$ cat src/rtl/pi_loop_filter_if.sv
// Sample/control bundle between the phase detector, the PI loop filter and the DCO.
// The master drives the error samples; the slave (the filter) returns the control word.
interface pi_loop_filter_if #(
    parameter int CW_WIDTH = 16
);
    logic signed [3:0]   error_in;
    logic                sample_en;
    logic                hold;
    logic [CW_WIDTH-1:0] ctrl_word;
    logic                ctrl_valid;
    logic                ctrl_sat;
    logic                locked;

    modport master (
        output error_in, sample_en, hold,
        input  ctrl_word, ctrl_valid, ctrl_sat, locked
    );

    modport slave (
        input  error_in, sample_en, hold,
        output ctrl_word, ctrl_valid, ctrl_sat, locked
    );
endinterface

$ cat src/rtl/pi_loop_filter.sv
// Two-stage PI loop filter with lock detector that swaps acquisition/tracking gains.
// Define LF_DITHER_EN to add an LFSR-driven 1-LSB dither term to the control word.
module pi_loop_filter #(
    parameter int CW_WIDTH     = 16,
    parameter int ACC_WIDTH    = 24,
    parameter int FRAC_BITS    = 8,
    parameter int CENTER       = 32768,
    parameter int ACQ_KP_SHIFT = 8,
    parameter int ACQ_KI_SHIFT = 6,
    parameter int KP_SHIFT     = 6,
    parameter int KI_SHIFT     = 2,
    parameter int INT_LIMIT    = 8388607,
    parameter int LOCK_WINDOW  = 256,
    parameter int LOCK_MAXERR  = 8,
    parameter int LOCK_GOOD    = 4
) (
    input  logic            sys_clk,
    input  logic            rst_n,
    pi_loop_filter_if.slave lf
);

    localparam int SW     = CW_WIDTH + 2;
    localparam int WIN_W  = $clog2(LOCK_WINDOW);
    localparam int ERR_W  = $clog2(LOCK_MAXERR + 2);
    localparam int GOOD_W = $clog2(LOCK_GOOD + 1);

    localparam logic signed [ACC_WIDTH:0] INT_HI    = (ACC_WIDTH + 1)'(INT_LIMIT);
    localparam logic signed [ACC_WIDTH:0] INT_LO    = -INT_HI;
    localparam logic signed [SW-1:0]      CW_MAX    = SW'((1 << CW_WIDTH) - 1);
    localparam logic signed [SW-1:0]      CW_CENTER = SW'(CENTER);
    localparam logic [WIN_W-1:0]          WIN_LAST  = WIN_W'(LOCK_WINDOW - 1);
    localparam logic [ERR_W-1:0]          ERR_SAT   = ERR_W'(LOCK_MAXERR + 1);
    localparam logic [ERR_W-1:0]          ERR_MAX   = ERR_W'(LOCK_MAXERR);
    localparam logic [GOOD_W-1:0]         GOOD_TGT  = GOOD_W'(LOCK_GOOD);

    typedef enum logic {
        ST_ACQUIRE = 1'b0,
        ST_TRACK   = 1'b1
    } state_e;

    // Stage 1 state
    logic signed [ACC_WIDTH-1:0] integ_q, integ_d;
    logic signed [SW-1:0]        p_q, p_d;
    logic                        v1_q, v1_d;

    // Stage 2 / output state
    logic [CW_WIDTH-1:0] ctrl_word_q, ctrl_word_d;
    logic                ctrl_valid_q, ctrl_valid_d;
    logic                ctrl_sat_q, ctrl_sat_d;
    logic                locked_q, locked_d;

    // Lock detector state
    state_e              state_q, state_d;
    logic [WIN_W-1:0]    win_cnt_q, win_cnt_d;
    logic [ERR_W-1:0]    err_cnt_q, err_cnt_d;
    logic [GOOD_W-1:0]   good_cnt_q, good_cnt_d;

    logic                        accept;
    logic [3:0]                  kp_sh, ki_sh;
    logic signed [ACC_WIDTH:0]   err_acc, integ_sum;
    logic signed [SW-1:0]        err_sw;
    logic signed [ACC_WIDTH-1:0] integ_int;
    logic signed [SW-1:0]        cw_sum;
    logic signed [SW-1:0]        dith_term;
    logic [ERR_W-1:0]            err_now;

    assign accept = lf.sample_en & ~lf.hold;

    // Gains follow the state in effect on the accept cycle.
    assign kp_sh = (state_q == ST_TRACK) ? 4'(KP_SHIFT) : 4'(ACQ_KP_SHIFT);
    assign ki_sh = (state_q == ST_TRACK) ? 4'(KI_SHIFT) : 4'(ACQ_KI_SHIFT);

    assign err_acc = {{(ACC_WIDTH - 3){lf.error_in[3]}}, lf.error_in};
    assign err_sw  = {{(SW - 4){lf.error_in[3]}}, lf.error_in};

`ifdef LF_DITHER_EN
    logic [15:0] lfsr_q, lfsr_d;
    logic        dither_q, dither_d;

    always_comb begin
        lfsr_d   = lfsr_q;
        dither_d = dither_q;
        if (accept) begin
            dither_d = lfsr_q[0];
            lfsr_d   = {lfsr_q[0] ^ lfsr_q[2] ^ lfsr_q[3] ^ lfsr_q[5], lfsr_q[15:1]};
        end
    end

    always_ff @(posedge sys_clk) begin
        if (!rst_n) begin
            lfsr_q   <= 16'hACE1;
            dither_q <= 1'b0;
        end else begin
            lfsr_q   <= lfsr_d;
            dither_q <= dither_d;
        end
    end

    always_comb begin
        dith_term    = '0;
        dith_term[0] = dither_q;
    end
`else
    assign dith_term = '0;
`endif

    // Stage 1: integrate at one extra bit so the clamp sees the true sum.
    always_comb begin
        // NOTE: every _d gets a default before any branch so no latch is inferred.
        integ_d   = integ_q;
        p_d       = p_q;
        v1_d      = accept;
        integ_sum = (ACC_WIDTH + 1)'(integ_q) + (err_acc <<< ki_sh);
        if (accept) begin
            if (integ_sum > INT_HI) begin
                integ_d = INT_HI[ACC_WIDTH-1:0];
            end else if (integ_sum < INT_LO) begin
                integ_d = INT_LO[ACC_WIDTH-1:0];
            end else begin
                integ_d = integ_sum[ACC_WIDTH-1:0];
            end
            p_d = err_sw <<< kp_sh;
        end
    end

    // Stage 2: combine paths and saturate into the unsigned control range.
    always_comb begin
        ctrl_word_d  = ctrl_word_q;
        ctrl_sat_d   = ctrl_sat_q;
        ctrl_valid_d = v1_q;
        integ_int    = integ_q >>> FRAC_BITS;
        cw_sum       = CW_CENTER + SW'(integ_int) + p_q + dith_term;
        if (v1_q) begin
            if (cw_sum < 0) begin
                ctrl_word_d = '0;
                ctrl_sat_d  = 1'b1;
            end else if (cw_sum > CW_MAX) begin
                ctrl_word_d = '1;
                ctrl_sat_d  = 1'b1;
            end else begin
                ctrl_word_d = cw_sum[CW_WIDTH-1:0];
                ctrl_sat_d  = 1'b0;
            end
        end
    end

    // Lock detector: judge each window of accepted samples by its nonzero-error count.
    always_comb begin
        state_d    = state_q;
        win_cnt_d  = win_cnt_q;
        err_cnt_d  = err_cnt_q;
        good_cnt_d = good_cnt_q;
        err_now    = err_cnt_q;
        if (lf.error_in != 4'sd0 && err_cnt_q != ERR_SAT) begin
            err_now = err_cnt_q + ERR_W'(1);
        end
        if (accept) begin
            if (win_cnt_q == WIN_LAST) begin
                win_cnt_d = '0;
                err_cnt_d = '0;
                if (err_now <= ERR_MAX) begin
                    if (good_cnt_q != GOOD_TGT) begin
                        good_cnt_d = good_cnt_q + GOOD_W'(1);
                    end
                    if (good_cnt_d == GOOD_TGT) begin
                        state_d = ST_TRACK;
                    end
                end else begin
                    good_cnt_d = '0;
                    state_d    = ST_ACQUIRE;
                end
            end else begin
                win_cnt_d = win_cnt_q + WIN_W'(1);
                err_cnt_d = err_now;
            end
        end
        locked_d = (state_d == ST_TRACK);
    end

    always_ff @(posedge sys_clk) begin
        // NOTE: sequential state uses non-blocking assignment so every flop samples pre-edge values.
        if (!rst_n) begin
            integ_q      <= '0;
            p_q          <= '0;
            v1_q         <= 1'b0;
            ctrl_word_q  <= CENTER[CW_WIDTH-1:0];
            ctrl_valid_q <= 1'b0;
            ctrl_sat_q   <= 1'b0;
            locked_q     <= 1'b0;
            state_q      <= ST_ACQUIRE;
            win_cnt_q    <= '0;
            err_cnt_q    <= '0;
            good_cnt_q   <= '0;
        end else begin
            integ_q      <= integ_d;
            p_q          <= p_d;
            v1_q         <= v1_d;
            ctrl_word_q  <= ctrl_word_d;
            ctrl_valid_q <= ctrl_valid_d;
            ctrl_sat_q   <= ctrl_sat_d;
            locked_q     <= locked_d;
            state_q      <= state_d;
            win_cnt_q    <= win_cnt_d;
            err_cnt_q    <= err_cnt_d;
            good_cnt_q   <= good_cnt_d;
        end
    end

    assign lf.ctrl_word  = ctrl_word_q;
    assign lf.ctrl_valid = ctrl_valid_q;
    assign lf.ctrl_sat   = ctrl_sat_q;
    assign lf.locked     = locked_q;

endmodule

$ cat src/flat_wrapper.sv
// flat-port wrapper written by rule: the top's interface ports become plain ports
module pi_loop_filter_flat 
#(
    parameter int CW_WIDTH     = 16,
    parameter int ACC_WIDTH    = 24,
    parameter int FRAC_BITS    = 8,
    parameter int CENTER       = 32768,
    parameter int ACQ_KP_SHIFT = 8,
    parameter int ACQ_KI_SHIFT = 6,
    parameter int KP_SHIFT     = 6,
    parameter int KI_SHIFT     = 2,
    parameter int INT_LIMIT    = 8388607,
    parameter int LOCK_WINDOW  = 256,
    parameter int LOCK_MAXERR  = 8,
    parameter int LOCK_GOOD    = 4
)
  (sys_clk, rst_n, lf_error_in, lf_sample_en, lf_hold, lf_ctrl_word, lf_ctrl_valid, lf_ctrl_sat, lf_locked);
  pi_loop_filter_if #(.CW_WIDTH(CW_WIDTH)) lf_i ();
  input  logic sys_clk;
  input  logic rst_n;
  input wire logic [$bits(lf_i.error_in)-1:0] lf_error_in;
  input wire logic [$bits(lf_i.sample_en)-1:0] lf_sample_en;
  input wire logic [$bits(lf_i.hold)-1:0] lf_hold;
  output wire logic [$bits(lf_i.ctrl_word)-1:0] lf_ctrl_word;
  output wire logic [$bits(lf_i.ctrl_valid)-1:0] lf_ctrl_valid;
  output wire logic [$bits(lf_i.ctrl_sat)-1:0] lf_ctrl_sat;
  output wire logic [$bits(lf_i.locked)-1:0] lf_locked;
  assign lf_i.error_in = lf_error_in;
  assign lf_i.sample_en = lf_sample_en;
  assign lf_i.hold = lf_hold;
  assign lf_ctrl_word = lf_i.ctrl_word;
  assign lf_ctrl_valid = lf_i.ctrl_valid;
  assign lf_ctrl_sat = lf_i.ctrl_sat;
  assign lf_locked = lf_i.locked;
  pi_loop_filter #(.CW_WIDTH(CW_WIDTH), .ACC_WIDTH(ACC_WIDTH), .FRAC_BITS(FRAC_BITS), .CENTER(CENTER), .ACQ_KP_SHIFT(ACQ_KP_SHIFT), .ACQ_KI_SHIFT(ACQ_KI_SHIFT), .KP_SHIFT(KP_SHIFT), .KI_SHIFT(KI_SHIFT), .INT_LIMIT(INT_LIMIT), .LOCK_WINDOW(LOCK_WINDOW), .LOCK_MAXERR(LOCK_MAXERR), .LOCK_GOOD(LOCK_GOOD)) u_core (.sys_clk(sys_clk), .rst_n(rst_n), .lf(lf_i));
endmodule
$ cat config.mk
export PLATFORM = sky130hd
export DESIGN_NAME = pi_loop_filter_flat
export DESIGN_NICKNAME = d
export VERILOG_FILES = /design/src/rtl/pi_loop_filter_if.sv /design/src/rtl/pi_loop_filter.sv /design/src/flat_wrapper.sv
export SDC_FILE = /design/constraint.sdc
export NUM_CORES = 1
export LEC_CHECK = 0
export ABC_AREA = 1
export BUFFER_PORTS_ARGS = -buffer_cell sky130_fd_sc_hd__buf_2
export CAP_MARGIN = 20
export CORE_MARGIN = 5
export CORE_UTILIZATION = 67
export CTS_CLUSTER_DIAMETER = 120
export DETAILED_ROUTE_END_ITERATION = 16
export PLACE_DENSITY_LB_ADDON = 0.3
export SYNTH_ARGS = -nofsm -noshare
export SYNTH_HDL_FRONTEND = slang
export SYNTH_SLANG_ARGS = --single-unit
$ cat constraint.sdc
create_clock -name sys_clk -period 3.8 [get_ports sys_clk]
set_input_delay 0.19 -clock sys_clk [delete_from_list [all_inputs] [get_ports sys_clk]]
set_output_delay 0.19 -clock sys_clk [all_outputs]
set_load 0.02 [all_outputs]
# Word-level counts from Yosys, hierarchy flattened
# Index checks and enable logic that the tools add are counted.
[totals] reg_bits=77 mem_count=0 input_bits=8 ramBits=0 out_inout_bits=19 mem_bits_ro=0 latchBits=0
[op_classes] order_cmp=5 bitwise=2 eq_ne=5 div=0 n_shift=2 muxes=18 multipliers=0 n_addsub=6 reduce_logical=4
[op_table] cell="24-bit 2-to-1 mux" n=2
[op_table] cell="16-bit 2-to-1 mux" n=2
[op_table] cell="24-bit by 25-bit adder with 25-bit output" n=1
[op_table] cell="25-bit by 24-bit > comparator with 1-bit output, second input constant" n=1
[op_table] cell="25-bit by 24-bit less-than comparator with 1-bit output, second input constant" n=1
[op_table] cell="4-bit by 3-bit <<< shifter with 25-bit output" n=1
[op_table] cell="17-bit by 16-bit adder with 18-bit output, first input constant" n=1
[op_table] cell="18-bit adder" n=1
[op_table] cell="18-bit by 17-bit > comparator with 1-bit output, second input constant" n=1
[op_table] cell="18-bit by 1-bit less-than comparator with 1-bit output, second input constant" n=1
[op_table] cell="3-bit 2-to-1 mux" n=6
[op_table] cell="4-bit by 4-bit <<< shifter with 18-bit output" n=1
[op_table] cell="4-bit 2-to-1 mux" n=3
[op_table] cell="8-bit by 1-bit adder with 8-bit output, second input constant" n=1
[op_table] cell="8-bit equality test, second input constant" n=1
[op_table] cell="8-bit 2-to-1 mux" n=1
[op_table] cell="4-bit by 1-bit adder with 4-bit output, second input constant" n=1
[op_table] cell="4-bit <= comparator, second input constant" n=1
[op_table] cell="1-bit 2-to-1 mux" n=4
[op_table] cell="4-bit != test, second input constant" n=1
[op_table] cell="4-bit nonzero test" n=1
[op_table] cell="3-bit by 1-bit adder with 3-bit output, second input constant" n=1
[op_table] cell="3-bit equality test, second input constant" n=1
[op_table] cell="3-bit != test, second input constant" n=1
[op_table] cell="6 further kinds" n=6

# Logic depth before layout (Yosys ltp)
[logic_depth] word_depth=10 ltp_mapped=24

# Worst setup path after synthesis
# OpenSTA, ideal clock, no wires.
[synth_timing] kind="flip-flop to flip-flop" from="register u_core.lf.locked (netlist name)" to="register u_core.integ_q[12]" path_slack_ps=1173 path_buffers=1 period_less_slack_ps=2627 stages_incl_launch_ff=21 setup_ps=122 t_required_ps=3678 arrival_ps=2505 path_cell_list="dfxtp_1 inv_1 a21oi_1 inv_1 ha_1 nand2_1 nand2_1 nand2_1 nand2_1 inv_1 nand3_2 nand3_2 nand2_2 nand2_1 nand3_2 xor2_2 nand2_2 inv_2 nor2_4 buf_6 a21oi_2"
[synth_rtl] element="end signal: assignment" line="pi_loop_filter.sv:195" rtl="integ_q <= integ_d;"
[synth_rtl] element="end: declaration" line="pi_loop_filter.sv:42" rtl="logic signed [ACC_WIDTH-1:0] integ_q, integ_d;"

==> summary.md <==
| Metric | Value |
|---|---|
| Reg2reg setup slack | `0.57 ns` |
| Critical hold path startpoint | `lf_error_in[0]` |
| Worst-path fanout max | `22` |
| Critical Path RT | `between 4 and 5 ns` |
| Core area | `8220 sq um` |
| Outcome | `complete, no violations` |
| Reg2Reg Launch Point | `u_core.lf.locked` |
| Clock latency on the worst-skew pair | `approximately 0.35 ns` |
| Die area | `10400 sq um` |
| Register area share after synthesis | `a little over a quarter` |
| Routed WL per cell | `approximately 14 microns` |
| Starting DRC count in detailed routing | `330` |
| # rows | `33` |
| Hold Path Cell Cnt | `3` |
| Resize count post-CTS | `0` |
| # IOs | `27` |
| CP max stage delay | `0.47 ns` |
| Hold Path Class | `input pin to flop` |
| Final net count | `922` |
| Largest net degree at the start of global routing | `43` |
| Inst Count DP | `~950` |
| Fraction of layout cells with a size suffix above 1 | `roughly 11%` |
| Int Pwr | `1.34 mW` |
| Post-synth net total | `902` |
| Antenna diodes | `0` |
| Switching share of power | `35.9%` |
| Unrepaired setup endpoints after global routing | `false` |
| Compound-Gate Fraction of Synth Area | `approximately 15%` |
| Post-DP HPWL | `10600 microns` |
| Final setup viols | `0` |
| Clock share of power | `29.5%` |
| Clock Sinks | `75` |
| TNS Setup | `0 ns` |
| Cells after synthesis | `about 830` |
| Longest Clk Path Bufs | `2` |
| CTS tree | `built` |
| Xor/xnor share of the synthesized area | `about 4.7%` |
| Power per standard cell area | `approximately 350 nW/um^2` |
| Adder-cell area share of the yosys netlist | `13.9%` |
| Cell class contributing the biggest share of worst-path delay | `simple AND/OR/NAND/NOR gates` |
| Leakage | `3.12 nW` |
| GRT Total Usage | `between 20% and 30%` |
| Die Wd | `102 microns` |
| Synthesized flop and latch total | `75` |
| Syn-to-layout area delta | `6.33%` |
| Total number of vias | `5413` |
| VDD IR-drop max | `roughly 0.00024 V` |
| Post-layout min period | `about 3.2 ns` |
| Crit. End Element | `flop` |
| Overflow after GRT | `0` |
| # port buffers | `26` |
| Seq pwr share | `just over 40%` |
| Crit path cell chain | `inv_1 > a21oi_1 > inv_1 > ha_1 > nand2_1 > nor2_1 > nand3_1 > nand2_1 > nand3_1 > nand2_1 > nand2_1 > nand2_1 > nand3_1 > nor2_1 > nand3_1 > nand2_1 > nand2_2 > nand2_1 > nand2_1 > nand2_1 > nand2_1` |
| RR Endpoint | `u_core.integ_q[1]` |
| Hold_ws | `0.153 ns` |
| Root Buffer | `clkbuf_8` |
| Yosys warns | `0` |
| R2R cell count | `21` |
| Number of global-route vias before repair | `5183` |
| First-pass GRT wire length | `22800 microns` |
| Worst clock skew | `0.00827 ns` |
| Placer Congestion | `1.02` |
| Comb pwr share | `just under 30%` |
| H-tree Lvls | `3` |
| Initial core utilization | `approximately 69%` |
| Final slew viol count | `0` |
| Clock Pin Slew Worst Setup and Hold Paths | `about 0.080 ns` |
| Mapped Area | `5680 sq um` |
| Largest family of logic cells by synthesized area | `simple AND/OR/NAND/NOR gates` |
| DRC errors left | `0` |
| Final wirelength | `about 13000 microns` |
| Slew @ Worst Pin | `0.781 ns` |
| Worst Path Buf+Inv | `2` |
| Drt first pass iters | `5` |
| Fin crit share | `85.1%` |
| Arr. time, crit path | `3.49 ns` |
| Number of max-cap violations | `0` |
| Layout Cells excl Fill | `962` |
| Total CTS buffers | `9` |
| Startpoint types | `flop` |
| CP most frequent cell | `nand2_1` |
| Hold Vio Cnt, Final | `0` |
| Post-Syn Area per Cell | `a little under 7 sq um` |
| Slew Limit Headroom | `47.9%` |
| Yosys cell types | `41` |
| Simple-gate share of the synthesized area | `30.5%` |
| # hold bufs at CTS | `0` |
| Via density | `5.63` |
| Postcts setup bufs | `0` |
| Setup Crit Path Kind | `flop to flop` |
| Switching power | `between 0.7 and 0.8 mW` |
| F_max | `between 300 and 400 MHz` |
| Remaining antenna violation count | `0` |
| Worst Hold Endpoint | `u_core.p_q[6]` |
| Mux cell area share after synthesis | `0%` |
| Chip height | `approximately 100 microns` |
| Initial antenna violation count | `0` |
| Crit-path slowest cell | `dfxtp_1` |
[flip-flops by register name (all words and copies together), names as in the netlist]
name / count
u_core.integ_q: 24
u_core.lf.ctrl_word: 16
u_core.p_q: 16
u_core.win_cnt_q: 8
u_core.err_cnt_q: 4
u_core.good_cnt_q: 3
u_core.ctrl_valid_d: 1
u_core.lf.ctrl_sat: 1
u_core.lf.ctrl_valid: 1
u_core.lf.locked: 1
[Yosys cell counts]
cell type	n	area share (%)
inv_1	105	6.9
a221oi_1	3	0.46
nand4_1	8	0.88
buf_6	5	0.99
a21o_1	1	0.13
xor2_2	2	0.57
clkbuf_1	12	0.79
a31oi_1	1	0.11
o211ai_1	1	0.13
nor2_2	2	0.22
nor2_8	1	0.35
buf_8	1	0.26
inv_2	1	0.066
nor3_1	11	0.97
o21bai_1	6	0.79
fa_1	2	0.71
o32ai_1	2	0.31
xnor2_2	1	0.29
o21ai_2	1	0.15
nand3b_1	6	0.79
o21ai_0	38	3.4
xnor2_1	9	1.4
a211oi_1	1	0.13
o31ai_1	1	0.13
nor2_4	1	0.20
nand2_1	251	17
dfxtp_1	75	26
a21oi_1	78	6.9
nand2_2	12	1.3
o21a_1	2	0.26
nand2_4	1	0.20
a21oi_2	13	2.0
nand3_1	37	3.3
or2_2	1	0.11
clkinv_1	1	0.066
o21bai_2	1	0.20
ha_1	60	13
nor2_1	45	3.0
xor2_1	16	2.5
buf_2	2	0.18
nand3_2	15	2.6
[logic make-up after synthesis]
logic type	Yosys count
AND/OR/NAND/NOR	391
flip-flops	75
XOR/XNOR	28
adder cells (fa/ha/maj)	62
AO/OA/AOI/OAI	149
buffers and inverters	127
[worst min-delay path, delay by kind of cell]
family,cells,cell delay [ns]
compound gates,1,0.06
buf+inv,1,0.12
simple gates,1,0.08
[stage by stage]
stage               total power [mW]  utilization (%)  instance area (sq um)  setup slack, ns
CTS                             2.10             73.4                   6030            0.630
global placement                1.47             71.0                   5840            0.776
global route                    2.22             73.4                   6030            0.215
detailed placement              1.48             71.0                   5840            0.691
finish                          2.09             73.4                   6030            0.568
floorplan                       1.36                -                   5680             1.17
[how the worst max path moves through the flow]
| stage | startpoint | to | slack [ns] | cells past startpoint |
|---|---|---|---|---|
| floorplan | u_core.lf.locked | u_core.integ_q[12] | 1.17 | 20 |
| global placement | lf_error_in[3] | u_core.integ_q[1] | 0.78 | 23 |
| detailed placement | lf_error_in[3] | u_core.integ_q[1] | 0.69 | 23 |
| CTS | u_core.lf.locked | u_core.integ_q[1] | 0.63 | 21 |
| global route | u_core.lf.locked | u_core.integ_q[0] | 0.22 | 20 |
| finish | u_core.lf.locked | u_core.integ_q[1] | 0.57 | 21 |
[power groups by stage]
stage               clock network, mW  registers, mW  logic [mW]
floorplan                           0          0.876       0.489
global placement                    0          0.876       0.589
detailed placement                  0          0.878       0.603
finish                          0.617          0.861       0.616
global route                    0.662          0.864       0.693
CTS                             0.628          0.860       0.610
[metal layers]
layer  vias to the layer above  share of wire [%]  GRT usage (%)  wire, microns
met4                         0                4.2           13.7            559
met5                         -                  0              0              0
met3                        50                5.5           4.03            733
met1                      2439                 42           33.2           5630
met2                       183                 49           46.9           6520
li1                       2741                  -              -              -
[layout make-up]
type                    instances  area [sq um]
multi-input cells             630          3650
clock buffers                   9           124
inverters                     107           402
clock inverters                 7          75.1
repair buffers                 29           153
well taps                     105           131
flip-flops and latches         75          1500
fillers                       671          2180
[placed cells by master, fill, tap and decap left out, types with 3 or more instances in the layout]
master / count
a21oi_1: 78
o21ai_0: 38
a21oi_2: 13
buf_2: 26
clkbuf_8: 9
inv_1: 105
nand3_1: 37
nand2_1: 251
nor2_2: 3
dfxtp_1: 75
a221oi_1: 3
xnor2_1: 9
nor2_1: 44
nand4_1: 8
xor2_1: 16
nand2_2: 12
nand3b_1: 6
o21bai_1: 6
buf_4: 3
nand3_2: 15
ha_1: 60
nor3_1: 11
Power figures use the tool's default switching activity.
